<file path="src/rtl/micro_sequencer_pkg.sv">
`default_nettype none
// ============================================================================
// Module   : micro_pkg
// Brief    : Shared control-word bit indices, sequencer states and fault codes.
// Revision : 1.0
// ============================================================================
package micro_pkg;

    localparam int unsigned c_cw_width           = 21;
    localparam int unsigned c_wmfc_bit           = 8;
    localparam int unsigned c_select_decoder_bit = 16;
    localparam int unsigned c_endd_bit           = c_cw_width - 1;
    localparam int unsigned c_slots              = 4;

    typedef enum logic [1:0] {
        IDLE     = 2'd0,
        RUN      = 2'd1,
        WAIT_MEM = 2'd2,
        FAULT    = 2'd3
    } state_e;

    localparam logic [1:0] c_fault_none     = 2'b00;
    localparam logic [1:0] c_fault_illegal  = 2'b01;
    localparam logic [1:0] c_fault_timeout  = 2'b10;
    localparam logic [1:0] c_fault_overflow = 2'b11;

endpackage
`default_nettype wire

</file>
<file path="src/rtl/micro_sequencer_mem_wait_timer.sv">
`default_nettype none
// ============================================================================
// Module   : mem_wait_timer
// Brief    : Counts memory-wait cycles; expired is high at TIMEOUT-1.
// Revision : 1.0
// ============================================================================
module mem_wait_timer #(
    parameter int unsigned TIMEOUT = 16
) (
    input  logic clk,
    input  logic rst,
    input  logic i_clr,
    input  logic i_en,
    output logic o_expired
);

    localparam int unsigned         c_cnt_w = (TIMEOUT > 1) ? $clog2(TIMEOUT) : 1;
    localparam logic [c_cnt_w-1:0]  c_last  = c_cnt_w'(TIMEOUT - 1);

    logic [c_cnt_w-1:0] cnt_q;
    logic [c_cnt_w-1:0] cnt_d;

    // Saturates at the last count so expired stays asserted until cleared.
    always_comb begin
        cnt_d = cnt_q;
        if (i_clr) begin
            cnt_d = '0;
        end else if (i_en && !o_expired) begin
            cnt_d = cnt_q + 1'b1;
        end
    end

    always_ff @(posedge clk or posedge rst) begin
        if (rst) begin
            cnt_q <= '0;
        end else begin
            cnt_q <= cnt_d;
        end
    end

    assign o_expired = (cnt_q == c_last);

endmodule
`default_nettype wire

</file>
<file path="src/rtl/micro_sequencer.sv">
`default_nettype none
// ============================================================================
// Module   : micro_sequencer
// Brief    : Microprogram sequencer owning the control address register.
// Revision : 1.0
// ============================================================================
module micro_sequencer
    import micro_pkg::*;
#(
    parameter int unsigned          N          = 7,
    parameter int unsigned          SZ         = c_cw_width,
    parameter int unsigned          OPW        = 4,
    parameter int unsigned          SLOTS      = c_slots,
    parameter logic [(1<<OPW)-1:0]  LEGAL_MASK = 16'hFEFE,
    parameter int unsigned          TIMEOUT    = 16,
    parameter int unsigned          CNT_W      = 16
) (
    input  logic             clk,
    input  logic             rst,
    input  logic [SZ-1:0]    cbr,
    input  logic [OPW-1:0]   opcode,
    input  logic             mfc,
    input  logic             run,
    input  logic             fault_clr,
    output logic [N-1:0]     car,
    output logic             cw_valid,
    output logic             busy,
    output logic             fault,
    output logic [1:0]       fault_code,
    output logic [CNT_W-1:0] instr_count
);

    localparam int unsigned c_slot_bits = $clog2(SLOTS);
    // ENDD tracks the top bit of whatever control-word width is configured.
    localparam int unsigned c_endd      = SZ - 1;

    state_e           state_q;
    state_e           state_d;
    logic [N-1:0]     car_q;
    logic [N-1:0]     car_d;
    logic [1:0]       fault_code_q;
    logic [1:0]       fault_code_d;
    logic [CNT_W-1:0] instr_count_q;
    logic [CNT_W-1:0] instr_count_d;

    logic             w_wmfc;
    logic             w_sel;
    logic             w_endd;
    logic             w_legal;
    logic [N-1:0]     w_dispatch;
    logic             w_advance;
    logic             w_timer_clr;
    logic             w_timer_en;
    logic             w_timer_expired;
    logic             w_unused_cbr;

    assign w_wmfc       = cbr[c_wmfc_bit];
    assign w_sel        = cbr[c_select_decoder_bit];
    assign w_endd       = cbr[c_endd];
    assign w_legal      = LEGAL_MASK[opcode];
    assign w_dispatch   = N'(opcode) << c_slot_bits;
    assign w_unused_cbr = ^cbr;
    assign w_timer_en   = (state_q == WAIT_MEM);

    mem_wait_timer #(
        .TIMEOUT (TIMEOUT)
    ) u_mem_wait_timer (
        .clk       (clk),
        .rst       (rst),
        .i_clr     (w_timer_clr),
        .i_en      (w_timer_en),
        .o_expired (w_timer_expired)
    );

    always_comb begin
        state_d       = state_q;
        car_d         = car_q;
        fault_code_d  = fault_code_q;
        instr_count_d = instr_count_q;
        w_timer_clr   = 1'b0;
        w_advance     = 1'b0;

        case (state_q)
            IDLE: begin
                if (run) begin
                    state_d = RUN;
                end
            end
            RUN: begin
                if (w_wmfc && !mfc) begin
                    state_d     = WAIT_MEM;
                    w_timer_clr = 1'b1;
                end else begin
                    w_advance = 1'b1;
                end
            end
            WAIT_MEM: begin
                // A completing access on the timeout edge still counts as success.
                if (mfc) begin
                    w_advance = 1'b1;
                end else if (w_timer_expired) begin
                    state_d      = FAULT;
                    fault_code_d = c_fault_timeout;
                    car_d        = '0;
                end
            end
            FAULT: begin
                if (fault_clr) begin
                    state_d      = IDLE;
                    fault_code_d = c_fault_none;
                end
            end
            default: begin
                state_d = IDLE;
                car_d   = '0;
            end
        endcase

        if (w_advance) begin
            if (w_endd) begin
                car_d         = '0;
                instr_count_d = instr_count_q + 1'b1;
                state_d       = run ? RUN : IDLE;
            end else if (w_sel) begin
                if (w_legal) begin
                    car_d   = w_dispatch;
                    state_d = RUN;
                end else begin
                    car_d        = '0;
                    fault_code_d = c_fault_illegal;
                    state_d      = FAULT;
                end
            end else if (&car_q) begin
                car_d        = '0;
                fault_code_d = c_fault_overflow;
                state_d      = FAULT;
            end else begin
                car_d   = car_q + 1'b1;
                state_d = RUN;
            end
        end
    end

    always_ff @(posedge clk or posedge rst) begin
        if (rst) begin
            state_q       <= IDLE;
            car_q         <= '0;
            fault_code_q  <= c_fault_none;
            instr_count_q <= '0;
        end else begin
            state_q       <= state_d;
            car_q         <= car_d;
            fault_code_q  <= fault_code_d;
            instr_count_q <= instr_count_d;
        end
    end

    assign car         = car_q;
    assign cw_valid    = (state_q == RUN) || (state_q == WAIT_MEM);
    assign busy        = (state_q != IDLE);
    assign fault       = (state_q == FAULT);
    assign fault_code  = fault_code_q;
    assign instr_count = instr_count_q;

endmodule
`default_nettype wire

</file>
<file path="config.mk">
export PLATFORM = sky130hd
export DESIGN_NAME = micro_sequencer
export DESIGN_NICKNAME = d
export VERILOG_FILES = /design/src/rtl/micro_sequencer_pkg.sv /design/src/rtl/micro_sequencer_mem_wait_timer.sv /design/src/rtl/micro_sequencer.sv
export SDC_FILE = /design/constraint.sdc
export NUM_CORES = 1
export LEC_CHECK = 0
export ABC_AREA = 1
export CORE_MARGIN = 4
export CORE_UTILIZATION = 52
export CTS_BUF_LIST = sky130_fd_sc_hd__clkbuf_16
export DETAILED_ROUTE_END_ITERATION = 16
export PLACE_DENSITY = 0.86
export SLEW_MARGIN = 20
export SYNTH_ARGS = -nofsm -noshare
export SYNTH_HDL_FRONTEND = slang
export SYNTH_SLANG_ARGS = --single-unit
</file>
<file path="constraint.sdc">
create_clock -name clk -period 2.8 [get_ports clk]
set_input_delay 0.28 -clock clk [delete_from_list [all_inputs] [get_ports clk]]
set_output_delay 0.28 -clock clk [all_outputs]
set_load 0.03 [all_outputs]
</file>
==> impl_metrics.yaml, run 1 <==
outcome:
  status: "finished, final reports clean"
synth:
  synth_area_um2: 2050
  syn_avg_cell_area_um2: 6.99
  yosysWarnings: 0
  synthTopCellsByCount: "102 x nand2_1, 37 x inv_1, 31 x dfrtp_1"
  netlist_instances: 293
  ys.flop_type: "dfrtp_1"
  seq_area_frac_synth: 0.379
  ys_ff_latch: 31
  ys_async_sr_fraction: 1.00
  synth_top_area_cell: "dfrtp_1"
  syn_nets: 330
  yosys-top-cells-area: "dfrtp_1 38%, nand2_1 19%, inv_1 6.8%"
  synth_edf_count: 0
  ys_types: 24
  yosysMostFrequentCell: "nand2_1"
  synth_top_area_frac: 0.379
clock_network:
  postCtsHoldBufs: 0
  cts_resized: 0
  cts_tree: "done"
  cts.sink_count: 31
  clock_latency_ps: 280
  numCtsBuffers: 5
  h-tree-depth: 2
  cts_buffer_depth: 2
  post_cts_buffers: 0
  root_buffer: "clkbuf_16"
  clkTransAtPathRegs_ps: 50
timing:
  finalSetupViolations: 0
  post-route-period-util: 0.793
  slew_viol_final: 0
  rsz0062_at_grt: "no"
  fin_hold_ws_ps: 402
  fmax_ghz: 0.450
  clock_skew_ps: 4.37
  period_minus_slack_ps: 2220
  worstMarginPinSlew_ps: 393
  hold_viol: 0
  slew_headroom: 0.738
  final.setup.tns_ps: 0
cells_and_area:
  n_fill_cell: 311
  multi_input_area_um2: 1100
  num_antenna_cells: 0
  syn_to_final_growth_pct: 27.4
  final_nets: 374
  drive_gt1_frac: 0.0473
  final-seq-area_um2: 776
  final_area_um2: 2610
run:
  cap_violations: 0
critical_path:
  critPathKind: "flop to output pin"
  cp_slowest_stage_delay_ps: 730
  worstPathArrival_ps: 1940
  crit_chain: "inv_1, ha_1, clkdlybuf4s50_1"
  crit_path_end_kind: "output pin"
  path_delay_family: "buffers and inverters"
  crit_buf_inv: 2
  crit_fanout: 6
  startpoint_type: "flop"
  worstPathRequired_ps: 2520
  regToRegSetupSlack_ps: 960
  cp_slowest_cell: "clkdlybuf4s50_1"
drt:
  firstDrtPassIters: 6
  vias: 2052
  dr.first_iter.drc_count: 90
  wirelength_um: 4830
  routedWlPerCell_um: 12.5
  route.detailed.drc: 0
  vias_per_cell: 5.32
  antenna_left: 0
placement:
  place_area_um2: 2470
  place_congestion: 0.842
  portBuffers: 39
  dp_hpwl_um: 3540
power:
  vdd_drop_max_v: 0.000622
  power_density_nw_per_um2: 965
  p_leak_nw: 1.28
grt:
  grt_pass1_vias: 2053
  grt_max_degree: 32
  grt_usage: 0.207
  antenna_found_initial: 0
  grt_pass1_wl_um: 8550
  grt-ovfl-total: 0
die:
  die_w_um: 70.8
  die-area_um2: 5010
  io_pins: 58
  core_um2: 3740
  dieHeight_um: 70.8
  rows: 22
  start_util: 0.547
worst_hold_path:
  min_path_type: "primary input to asynchronous set/reset pin"
## cells in the final DEF (no fill, tap or decap), types with 6 or more instances in the layout
cell type / count
a21oi_1: 9
clkdlybuf4s50_1: 39
dfrtp_1: 31
ha_1: 7
inv_1: 39
nand2_1: 102
nand3_1: 21
nand4_1: 8
nor2_1: 27
o21ai_0: 21
xor2_1: 6
## where the power goes
part	internal (W)	switching (W)
Sequential	0.000593	0.000188
Combinational	0.000471	0.000765
Clock	0.000320	0.000183
Total	0.00138	0.00114
## layout make-up
class / count / share of cell area
Sequential cell: 31 / 0.297
Multi-Input combinational cell: 222 / 0.422
Timing Repair Buffer: 40 / 0.152
Clock inverter: 3 / 0.00479
Inverter: 37 / 0.0532
Tap cell: 48 / 0.0230
Clock buffer: 5 / 0.0479
## flip-flops by register name, indices dropped and copies added (netlist names)
register                flops
state_q                     2
instr_count                16
u_mem_wait_timer.cnt_q      4
fault_code                  2
car                         7
## through the flow
step	cells	worst slack, ps	total power, W	util
global route	386	517	0.00271	0.698
global placement	378	930	0.00197	0.661
finish	386	580	0.00252	0.698
floorplan	293	1080	0.00160	-
detailed placement	378	884	0.00201	0.661
CTS	386	568	0.00254	0.698
## tightest hold or removal path, cell delays in order
cell and delay (ps):
clkdlybuf4s50_1 400, inv_1 60, buf_4 350
## final timing paths
check,startpoint,to,depth (start not counted)
hold / removal,rst,instr_count[15]$_DFFE_PP0P_,3
max in group asynchronous,rst,instr_count[10]$_DFFE_PP0P_,3
hold reg to reg,u_mem_wait_timer.cnt_q[0]$_DFFE_PP0P_,u_mem_wait_timer.cnt_q[0]$_DFFE_PP0P_,1
setup / recovery,state_q[1]$_DFFE_PP0P_,cw_valid,3
setup reg to reg,state_q[1]$_DFFE_PP0P_,instr_count[2]$_DFFE_PP0P_,7
min in group clk,u_mem_wait_timer.cnt_q[0]$_DFFE_PP0P_,u_mem_wait_timer.cnt_q[0]$_DFFE_PP0P_,1
## logic make-up after synthesis
kind of cell,Yosys count,synth area share
AND/OR/NAND/NOR,171,0.371
buffers and inverters,40,0.0842
AO/OA/AOI/OAI,38,0.0983
flip-flops,31,0.379
adder cells (fa/ha/maj),7,0.0427
XOR/XNOR,6,0.0256
## layer usage
layer | part of all wire | up-vias | GRT usage
li1 | - | 1024 | -
met1 | 0.44 | 955 | 0.234
met2 | 0.50 | 64 | 0.376
met3 | 0.055 | 9 | 0.0568
met4 | 0.011 | 0 | 0.0626
met5 | 0 | - | 0
No activity file was read; power rests on OpenSTA's default activity.
==> inputs of run 2 (changes only) <==
--- a/config.mk
+++ b/config.mk
@@ -7,10 +7,10 @@
 export LEC_CHECK = 0
 export ABC_AREA = 1
 export CORE_MARGIN = 4
-export CORE_UTILIZATION = 52
+export CORE_UTILIZATION = 43
 export CTS_BUF_LIST = sky130_fd_sc_hd__clkbuf_16
 export DETAILED_ROUTE_END_ITERATION = 16
-export PLACE_DENSITY = 0.86
+export PLACE_DENSITY = 0.76
 export SLEW_MARGIN = 20
 export SYNTH_ARGS = -nofsm -noshare
 export SYNTH_HDL_FRONTEND = slang
==> constraint.sdc (replaced) <==
create_clock -name clk -period 1.9 [get_ports clk]
set_input_delay 0.19 -clock clk [delete_from_list [all_inputs] [get_ports clk]]
set_output_delay 0.19 -clock clk [all_outputs]
set_load 0.03 [all_outputs]
==> run 2 against run 1 <==
Against the previous run: clock power increased by 44%; first-iteration DRC count increased by 1.1%; core utilization decreased by 11 points; sequential share of layout area decreased by 0.27 points; hold slack got worse by 110 ps; register-to-register slack got worse by 750 ps; count of clock-buffer cells in the layout unchanged.
==> impl_metrics.yaml, run 2 (synthesis results as in run 1) <==
timing:
  fmax_ghz: 0.565
  rsz0062_at_grt: "no"
  fin_hold_ws_ps: 295
  hold_viol: 0
  worstMarginPinSlew_ps: 390
  post-route-period-util: 0.931
  period_minus_slack_ps: 1770
  slew_headroom: 0.740
  clock_skew_ps: 5.43
  finalSetupViolations: 0
  slew_viol_final: 0
  final.setup.tns_ps: 0
  finalWorstSetupSlack_ps: 131
cells_and_area:
  final_cell_mix: "102 x nand2_1, 38 x inv_1, 37 x clkdlybuf4s50_1"
  final_nets: 377
  largest_reg_flops: 16
  final_common_cell: "nand2_1"
  num_antenna_cells: 0
  final_area_um2: 2640
  syn_to_final_growth_pct: 28.6
  drive_gt1_frac: 0.0528
placement:
  place_congestion: 0.871
  dp_hpwl_um: 3480
  place_area_um2: 2500
  dp_slack_ps: 101
  portBuffers: 39
critical_path:
  crit_fanout: 4
  worstPathArrival_ps: 1580
  worstPathRequired_ps: 1710
  r2r-start: "state_q[0]$_DFFE_PP0P_"
  rr_worst_depth: 7
  regToRegSetupSlack_ps: 210
  critPathKind: "flop to output pin"
  rr_endpoint: "instr_count[2]$_DFFE_PP0P_"
  crit_path_end_kind: "output pin"
  startpoint_type: "flop"
drt:
  route.detailed.drc: 0
  routedWlPerCell_um: 11.7
  firstDrtPassIters: 4
  vias: 1978
  vias_per_cell: 5.03
  dr.first_iter.drc_count: 91
  antenna_left: 0
  wirelength_um: 4620
clock_network:
  numCtsBuffers: 5
  clock_latency_ps: 270
  cts_tree: "done"
  post_cts_buffers: 0
  cts_buffer_depth: 2
  h-tree-depth: 2
  root_buffer: "clkbuf_16"
  postCtsHoldBufs: 0
  cts.sink_count: 31
  cts_resized: 2
  clkTransAtPathRegs_ps: 50
grt:
  grt_usage: 0.167
  grt_pass1_wl_um: 8090
  grt-ovfl-total: 0
  grt_pass1_vias: 1804
  grt_max_degree: 32
  antenna_found_initial: 0
die:
  die_w_um: 77.0
  rows: 24
  start_util: 0.458
  core_um2: 4470
  dieHeight_um: 77.0
  die-area_um2: 5930
  io_pins: 58
power:
  vdd_drop_max_v: 0.000734
  power_density_nw_per_um2: 1400
  p_leak_nw: 1.29
outcome:
  status: "finished, final reports clean"
run:
  cap_violations: 0
worst_hold_path:
  min_path_type: "primary input to asynchronous set/reset pin"
## run 2: stage by stage
stage	utilization	total power, W	instances
floorplan	-	0.00236	293
global placement	0.559	0.00297	385
detailed placement	0.559	0.00300	385
CTS	0.589	0.00372	393
global route	0.589	0.00396	393
finish	0.589	0.00369	393
## run 2: final cells by class
class / instances / area [µm²]
clock buffer: 5 / 125
tap: 52 / 65.1
multi-input combinational: 222 / 1100
sequential: 31 / 776
fill: 402 / 1840
timing repair buffer: 43 / 418
clock inverter: 3 / 11.3
inverter: 37 / 139
## run 2: layer usage
layer  up-vias  GRT usage  wire [µm]
met5         -          0          0
met4         0     0.0516         20
met3         4     0.0445        204
met2        43      0.263       2180
met1       900      0.224       2210
li1       1031          -          -
## run 2: worst max-delay path, stage by stage (launching register included)
cell and delay, ps:
dfrtp_1 400, ha_1 220, clkdlybuf4s50_1 690
## run 2: worst max path at each step
stage	start	endpoint	slack (ps)	cells past startpoint
after CTS	state_q[0]$_DFFE_PP0P_	fault	120	2
after global routing	state_q[0]$_DFFE_PP0P_	instr_count[5]$_DFFE_PP0P_	50	7
after floorplan	state_q[0]$_DFFE_PP0P_	instr_count[2]$_DFFE_PP0P_	180	7
final	state_q[0]$_DFFE_PP0P_	fault	130	2
after detailed placement	mfc	instr_count[2]$_DFFE_PP0P_	100	8
after global placement	mfc	instr_count[2]$_DFFE_PP0P_	190	8
## run 2: report_power, final
part | leakage [nW] | internal, W | switching (W)
Sequential | 0.410 | 0.000874 | 0.000254
Combinational | 0.811 | 0.000712 | 0.00112
Clock | 0.0701 | 0.000469 | 0.000256
==> inputs of run 3 (changes only) <==
--- a/config.mk
+++ b/config.mk
@@ -11,6 +11,7 @@
 export CTS_BUF_LIST = sky130_fd_sc_hd__clkbuf_16
 export DETAILED_ROUTE_END_ITERATION = 16
 export PLACE_DENSITY = 0.76
+export SETUP_SLACK_MARGIN = 0.3
 export SLEW_MARGIN = 20
 export SYNTH_ARGS = -nofsm -noshare
 export SYNTH_HDL_FRONTEND = slang
==> run 3 against run 2 <==
Against the previous run: flip-flop and latch count did not move; global-route usage rose by 1.0 points; largest power group unchanged; core utilization rose by 2.2 points; count of clock-buffer cells in the layout did not move; first-iteration DRC count rose by 41%; sequential power barely moved; highest routed layer unchanged; sequential share of layout area fell by 0.99 points; hold slack improved by 1.3 ps; critical endpoint is now instr_count[8]; die area did not move; critical path depth fell by 1; clock skew fell by 1.7 ps.
==> impl_metrics.yaml, run 3 (synthesis results as in run 1) <==
drt:
  vias_per_cell: 5.17
  vias: 2042
  route.detailed.drc: 0
  dr.first_iter.drc_count: 128
  wirelength_um: 5200
  firstDrtPassIters: 4
  routedWlPerCell_um: 13.2
  antenna_left: 0
timing:
  slew_headroom: 0.662
  finalSetupViolations: 0
  post-route-period-util: 0.812
  rsz0062_at_grt: "yes"
  hold_viol: 0
  fmax_ghz: 0.648
  final.setup.tns_ps: 0
  period_minus_slack_ps: 1540
  worstMarginPinSlew_ps: 507
  finalWorstSetupSlack_ps: 358
  clock_skew_ps: 3.70
  slew_viol_final: 0
critical_path:
  crit_path_end_kind: "output pin"
  cp_slowest_cell: "clkdlybuf4s50_1"
  r2r-start: "state_q[0]$_DFFE_PP0P_"
  crit_buf_inv: 1
  path_delay_family: "buffers and inverters"
  critPathKind: "flop to output pin"
  cp_slowest_stage_delay_ps: 690
  startpoint: "instr_count[8]$_DFFE_PP0P_"
  startpoint_type: "flop"
  crit_fanout: 4
  worstPathArrival_ps: 1350
  crit_chain: "clkdlybuf4s50_1"
  worstPathRequired_ps: 1710
die:
  dieHeight_um: 77.0
  core_um2: 4470
  die_w_um: 77.0
  start_util: 0.458
  rows: 24
  io_pins: 58
  die-area_um2: 5930
placement:
  dp_hpwl_um: 3580
  place_congestion: 0.826
  portBuffers: 39
  dp_slack_ps: 137
power:
  p_leak_nw: 1.51
  power_density_nw_per_um2: 1420
  vdd_drop_max_v: 0.000690
  power.total_w: 0.00389
clock_network:
  root_buffer: "clkbuf_16"
  clkTransAtPathRegs_ps: 50
  cts.sink_count: 31
  numCtsBuffers: 5
  h-tree-depth: 2
  cts_buffer_depth: 2
  clock_latency_ps: 280
  cts_tree: "done"
cells_and_area:
  n_fill_cell: 393
  final_nets: 379
  final_cell_mix: "101 x nand2_1, 38 x inv_1, 29 x dfrtp_1"
  final-seq-area_um2: 778
  post-route-util: 0.611
  largest_reg_flops: 16
  drive_gt1_frac: 0.105
  final_common_cell: "nand2_1"
  multi_input_area_um2: 1170
  syn_to_final_growth_pct: 33.5
  num_antenna_cells: 0
grt:
  grt_usage: 0.177
  antenna_found_initial: 0
  grt-ovfl-total: 0
  grt_pass1_vias: 1917
  grt_max_degree: 32
  grt_pass1_wl_um: 8580
outcome:
  status: "finished, final reports clean"
run:
  cap_violations: 0
worst_hold_path:
  min_path_type: "primary input to asynchronous set/reset pin"
==> run 3: final cells by class <==
class | count | share of cell area
Tap cell | 52 | 0.0238
Clock inverter | 3 | 0.00457
Sequential cell | 31 | 0.285
Inverter | 37 | 0.0508
Multi-Input combinational cell | 224 | 0.429
Timing Repair Buffer | 43 | 0.162
Clock buffer | 5 | 0.0457
==> run 3: what timing repair did <==
action                     4_1_cts  5_1_grt
pin swaps                        3        4
setup endpoints to repair       16       43
hold buffers                     0        0
gates resized for setup         15       29
buffers inserted                 1        1
cloned                           1        1
==> run 3: worst paths after layout <==
kind,slack [ps],endpoint,depth (start not counted)
max,360,instr_count[8],1
min,300,instr_count[4]$_DFFE_PP0P_,3
max reg2reg,360,instr_count[7]$_DFFE_PP0P_,7
min reg2reg,500,u_mem_wait_timer.cnt_q[0]$_DFFE_PP0P_,1
max in group asynchronous,1280,instr_count[0]$_DFFE_PP0P_,3
min in group clk,500,u_mem_wait_timer.cnt_q[0]$_DFFE_PP0P_,1
==> run 3: stage by stage <==
| step | cells | hold WS (ps) | instance area (µm²) |
|---|---|---|---|
| 2_1_floorplan | 293 | 293 | 2060 |
| 3_3_place_gp | 383 | 484 | 2500 |
| 3_5_place_dp | 383 | 492 | 2500 |
| 4_1_cts | 393 | 309 | 2650 |
| 5_1_grt | 395 | 356 | 2740 |
| 6_report | 395 | 296 | 2740 |
==> run 3: worst register-to-register path, stage by stage, from the launching register on <==
cell and delay [ps]:
dfrtp_1 420, inv_2 80, ha_4 320, inv_1 80
a21oi_2 150, nand2_2 150, o21ai_0 170, nand2_1 60
==> run 3: power breakdown <==
part / switching, W / leakage, nW / internal, W
Sequential: 0.000274 / 0.407 / 0.000878
Clock: 0.000275 / 0.0762 / 0.000472
Combinational: 0.00123 / 1.02 / 0.000762
Total: 0.00178 / 1.51 / 0.00211
==> run 3: routing by layer <==
| metal | track usage | part of all wire | vias up |
|---|---|---|---|
| met4 | 0.0445 | 0.0060 | 0 |
| met3 | 0.0457 | 0.052 | 4 |
| met5 | 0 | 0 | - |
| met1 | 0.221 | 0.46 | 956 |
| li1 | - | - | 1035 |
| met2 | 0.306 | 0.48 | 47 |
